$ cat src/rtl/seq_shift_add_mult.sv
// Sequential shift-add multiplier with a start/done handshake. It handles one multiplier
// bit per cycle and stops early once the remaining multiplier bits are all zero.
module seq_shift_add_mult #(
    parameter int WIDTH  = 16,
    parameter bit SIGNED = 1'b0
) (
    input  logic                 clk,
    input  logic                 rst_n,
    input  logic                 start,
    input  logic [WIDTH-1:0]     a,
    input  logic [WIDTH-1:0]     b,
    output logic                 busy,
    output logic                 done,
    output logic [2*WIDTH-1:0]   product
);

    localparam int CW = $clog2(WIDTH);

    localparam logic [1:0] S_IDLE = 2'd0;
    localparam logic [1:0] S_RUN  = 2'd1;
    localparam logic [1:0] S_SIGN = 2'd2;
    localparam logic [1:0] S_DONE = 2'd3;

    logic [1:0]         state_q,   state_d;
    logic [2*WIDTH-1:0] a_sh_q,    a_sh_d;
    logic [WIDTH-1:0]   b_sh_q,    b_sh_d;
    logic [2*WIDTH-1:0] acc_q,     acc_d;
    logic [CW-1:0]      cnt_q,     cnt_d;
    logic               neg_q,     neg_d;
    logic [2*WIDTH-1:0] product_q, product_d;

    logic [WIDTH-1:0]   a_mag;
    logic [WIDTH-1:0]   b_mag;
    logic [WIDTH-1:0]   b_next;

    always_comb begin
        // NOTE: every signal gets a default before the case so no path leaves one unassigned (no latches).
        state_d   = state_q;
        a_sh_d    = a_sh_q;
        b_sh_d    = b_sh_q;
        acc_d     = acc_q;
        cnt_d     = cnt_q;
        neg_d     = neg_q;
        product_d = product_q;

        // A most-negative operand maps to 2^(WIDTH-1), which still fits as an unsigned magnitude.
        a_mag  = (SIGNED && a[WIDTH-1]) ? -a : a;
        b_mag  = (SIGNED && b[WIDTH-1]) ? -b : b;
        b_next = b_sh_q >> 1;

        case (state_q)
            S_IDLE, S_DONE: begin
                if (start) begin
                    state_d = S_RUN;
                    a_sh_d  = {{WIDTH{1'b0}}, a_mag};
                    b_sh_d  = b_mag;
                    acc_d   = '0;
                    cnt_d   = '0;
                    neg_d   = SIGNED ? (a[WIDTH-1] ^ b[WIDTH-1]) : 1'b0;
                end else begin
                    state_d = S_IDLE;
                end
            end
            S_RUN: begin
                if (b_sh_q[0]) begin
                    acc_d = acc_q + a_sh_q;
                end
                a_sh_d = a_sh_q << 1;
                b_sh_d = b_next;
                cnt_d  = cnt_q + CW'(1);
                if (b_next == '0 || cnt_q == CW'(WIDTH - 1)) begin
                    if (SIGNED) begin
                        state_d = S_SIGN;
                    end else begin
                        state_d   = S_DONE;
                        product_d = acc_d;
                    end
                end
            end
            S_SIGN: begin
                acc_d     = neg_q ? -acc_q : acc_q;
                state_d   = S_DONE;
                product_d = acc_d;
            end
            default: state_d = S_IDLE;
        endcase
    end

    // NOTE: state registers use non-blocking assignments so every flop samples pre-edge values.
    always_ff @(posedge clk or negedge rst_n) begin
        if (!rst_n) begin
            state_q   <= S_IDLE;
            a_sh_q    <= '0;
            b_sh_q    <= '0;
            acc_q     <= '0;
            cnt_q     <= '0;
            neg_q     <= 1'b0;
            product_q <= '0;
        end else begin
            state_q   <= state_d;
            a_sh_q    <= a_sh_d;
            b_sh_q    <= b_sh_d;
            acc_q     <= acc_d;
            cnt_q     <= cnt_d;
            neg_q     <= neg_d;
            product_q <= product_d;
        end
    end

    assign busy    = (state_q == S_RUN) || (state_q == S_SIGN);
    assign done    = (state_q == S_DONE);
    assign product = product_q;

endmodule
$ cat config.mk
export PLATFORM = sky130hd
export DESIGN_NAME = seq_shift_add_mult
export DESIGN_NICKNAME = d
export VERILOG_FILES = /design/src/rtl/seq_shift_add_mult.sv
export SDC_FILE = /design/constraint.sdc
export NUM_CORES = 1
export LEC_CHECK = 0
export CORE_ASPECT_RATIO = 1.25
export CORE_MARGIN = 2
export CORE_UTILIZATION = 40
export CTS_CLUSTER_SIZE = 25
export DETAILED_ROUTE_END_ITERATION = 12
export PLACE_DENSITY = 0.69
export RECOVER_POWER = 100
export REMOVE_ABC_BUFFERS = 1
export SLEW_MARGIN = 10
export SYNTH_ARGS = -nofsm -noshare
export SYNTH_HDL_FRONTEND = slang
export SYNTH_SLANG_ARGS = --single-unit
$ cat constraint.sdc
create_clock -name clk -period 2.6 [get_ports clk]
set_clock_uncertainty 0.15 [all_clocks]
set_input_delay 0.52 -clock clk [delete_from_list [all_inputs] [get_ports clk]]
set_output_delay 0.52 -clock clk [all_outputs]
set_load 0.03 [all_outputs]
==> impl_metrics.yaml <==
status:
  status: "complete, but fails checks"
  violations: "max-capacitance violations, max-slew violations, negative setup slack"
clocking:
  holdBufCountCts: 0
  clock-sinks: 118
  cts_inserted_buffers: 17
  clock_latency_ns: 0.43
  path_clk_slew_ns: 0.06
  cts_tree: "built"
  cts_root_buf: "clkbuf_16"
  cts_max_level: 4
  clockBufferDepth: 2
synthesis:
  async_flop_share: 1.00
  synth-edff-count: 0
  synthSimpleGateAreaFrac: 0.135
  synth_compound_area_frac: 0.226
  synth.top_cells.by_area: "dfrtp_1 44%, ha_1 6.6%, nand2_1 6.0%"
  seq_area_frac_synth: 0.445
  synth-xor-area-share: 0.0382
  synth.avg_cell_area_um2: 9.50
  ys.flop_type: "dfrtp_1"
  syn-cell-area_mm2: 0.00664
  syn-instance-count: 699
  synth_top_family_by_area: "compound AO/OA/AOI/OAI gates"
  synth_area_leader_cell: "dfrtp_1"
  yosysTopAreaCellShare: 0.445
  synth_mux_area_frac: 0.0560
  synth-seq-cells: 118
  yosys_warnings: 0
  synth_cell_types: 59
  synth_fa_ha_area_frac: 0.0690
grt:
  grt_pass1_vias: 6075
  grt_usage: 0.210
  grt_pass1_wl_mm: 29.4
  gr-total-overflow: 0
  grt_max_degree: 119
  grt_antenna_before_repair: 0
worst_hold_path:
  hold_depth: 2
  min_from: "product[8]$_DFFE_PN0P_"
  min_path_type: "flip-flop to flip-flop"
setup_path:
  cp_max_fo: 4
  critPathLaunchType: "flip-flop"
  crit_arrival_ns: 3.04
  crit_end: "product[31]$_DFFE_PN0P_"
  cp-end-kind: "flip-flop"
  r2r-start: "a_sh_q[22]$_DFFE_PN0P_"
  r2r_slack_ns: -0.28
  r2r_end: "product[31]$_DFFE_PN0P_"
  setup.worst_path.start: "a_sh_q[22]$_DFFE_PN0P_"
  crit_type: "flip-flop to flip-flop"
  r2r_cells: 9
  critical_path_required_ns: 2.76
placement:
  portBuffers: 68
  placed_area_mm2: 0.00858
  hpwl_mm: 12.4
  routabilityCongestion: 0.902
  post-place-ws_ns: -0.430
route:
  drt_iter0_markers: 313
  vias_per_cell: 5.28
  wl_mm: 17.9
  wl_per_cell_um: 15.8
  vias: 5999
  drt_first_pass_iters: 4
  ant_nets: 0
  drc: 0
floorplanning:
  die_w_um: 119
  die_h_um: 148
  start_util: 0.410
  coreArea_mm2: 0.0162
  die_area_mm2: 0.0177
  num_rows: 52
  ioPinCount: 69
job:
  max_cap_viol_count: 1
sta:
  fin_crit_sh: 1.11
  max_slew_margin: -0.0757
  rsz0062_at_grt: "true"
  finalHoldViolCount: 0
  clock.fmax_mhz: 347
  worstMarginPinSlew_ns: 1.61
  slew_violations: 119
  timing.final.crit_period_ns: 2.88
  setup_slack_ns: -0.284
  setup_viol: 39
finish:
  mostFrequentLayoutCell: "buf_4"
  final_nets: 980
  fin_area_mm2: 0.00959
  layout-drive-gt1-share: 0.276
  syn_to_final_growth_pct: 44.5
  final_cell_mix: "140 x buf_4, 118 x dfrtp_1, 103 x nand2_1"
  n_antenna_cell: 0
power:
  power.density_mw_per_mm2: 1250
  vdd_drop_max_mv: 1.11
  p_leak_uw: 0.00456
cell families after synthesis:
kind of cell	after synthesis
adders and majority gates	36
buffers and inverters	51
AOI/OAI and AO/OA	224
DFF	118
xor gates and xnor gates	29
and+or+nand+nor	204
muxes	37
timing repair:
item | 4_1_cts | 5_1_grt
pin swaps | 49 | 63
setup endpoints to repair | 37 | 38
gates resized for setup | 41 | 53
setup buffers | 10 | 9
power breakdown:
group	internal [uW]	total, uW	switching, uW
combinational	3020	6830	3810
clock	1390	2260	871
sequential	2490	2950	453
how the worst min path moves through the flow:
| stage | end | slack (ns) |
|---|---|---|
| 2_1_floorplan | a_sh_q[0]$_DFFE_PN0P_ | 0.07 |
| 3_3_place_gp | product[2]$_DFFE_PN0P_ | 0.32 |
| 3_5_place_dp | product[7]$_DFFE_PN0P_ | 0.33 |
| 4_1_cts | product[27]$_DFFE_PN0P_ | 0.06 |
| 5_1_grt | product[7]$_DFFE_PN0P_ | 0.36 |
| 6_report | product[8]$_DFFE_PN0P_ | 0.34 |
per-layer routing:
layer,global-route usage,share of wire,vias to the layer above
li1,-,-,2973
met1,0.250,0.43,2878
met2,0.371,0.52,117
met3,0.0406,0.032,31
met4,0.0857,0.022,0
met5,0,0,-
state kept, by name, indices dropped and copies added (netlist names):
signal	flops
product	32
acc_q	32
b_sh_q	16
cnt_q	4
state_q	2
a_sh_q	32
cell usage after synthesis, types with 2 or more instances:
library cell  count
a21o_1           10
a21o_2            2
a21oi_1          47
a221oi_1          2
a22o_1           35
a2bb2oi_1         2
a311oi_1          3
a31oi_1          19
and2_1            2
and3_1            8
and4_1            2
buf_1             7
buf_2             2
clkbuf_1         25
dfrtp_1         118
ha_1             35
inv_1            15
mux2i_1          36
nand2_1         106
nand2b_1          5
nand3_1          19
nand4_1           4
nor2_1           40
nor2b_1           3
nor3_1            5
nor3b_1           2
nor4_1            3
o2111ai_1         2
o211ai_1          2
o21a_1            6
o21ai_0          67
o21ai_1           4
o21bai_1          8
xnor2_1          21
xor2_1            8
metrics by stage:
| stage | util | total power (uW) | setup TNS, ns | cells | hold WS, ns |
|---|---|---|---|---|---|
| final | 0.592 | 12000 | -4.06 | 1137 | 0.336 |
| after floorplan | - | 6370 | -134.31 | 663 | 0.0744 |
| after global routing | 0.592 | 12900 | -18.40 | 1137 | 0.365 |
| after detailed placement | 0.529 | 9480 | -7.97 | 1088 | 0.328 |
| after CTS | 0.580 | 12000 | -2.59 | 1129 | 0.0640 |
| after global placement | 0.529 | 9370 | -6.44 | 1088 | 0.315 |
worst max-delay path, stage by stage (launching register included):
cell,delay (ns)
dfrtp_1,0.39
ha_1,0.37
a21o_1,0.22
a21o_2,0.24
o32ai_4,0.32
o41ai_4,0.17
a221oi_2,0.34
xnor2_2,0.14
nor3b_2,0.17
o31a_1,0.27
layout make-up:
class | count | area (um2)
repair buffers | 227 | 1890
inverters | 15 | 56.3
well taps | 216 | 270
fillers | 1354 | 6610
clock buffers | 21 | 470
clock inverters | 10 | 100
multi-input cells | 530 | 3850
flip-flops and latches | 118 | 2950
(Power assumes the default switching activity.)
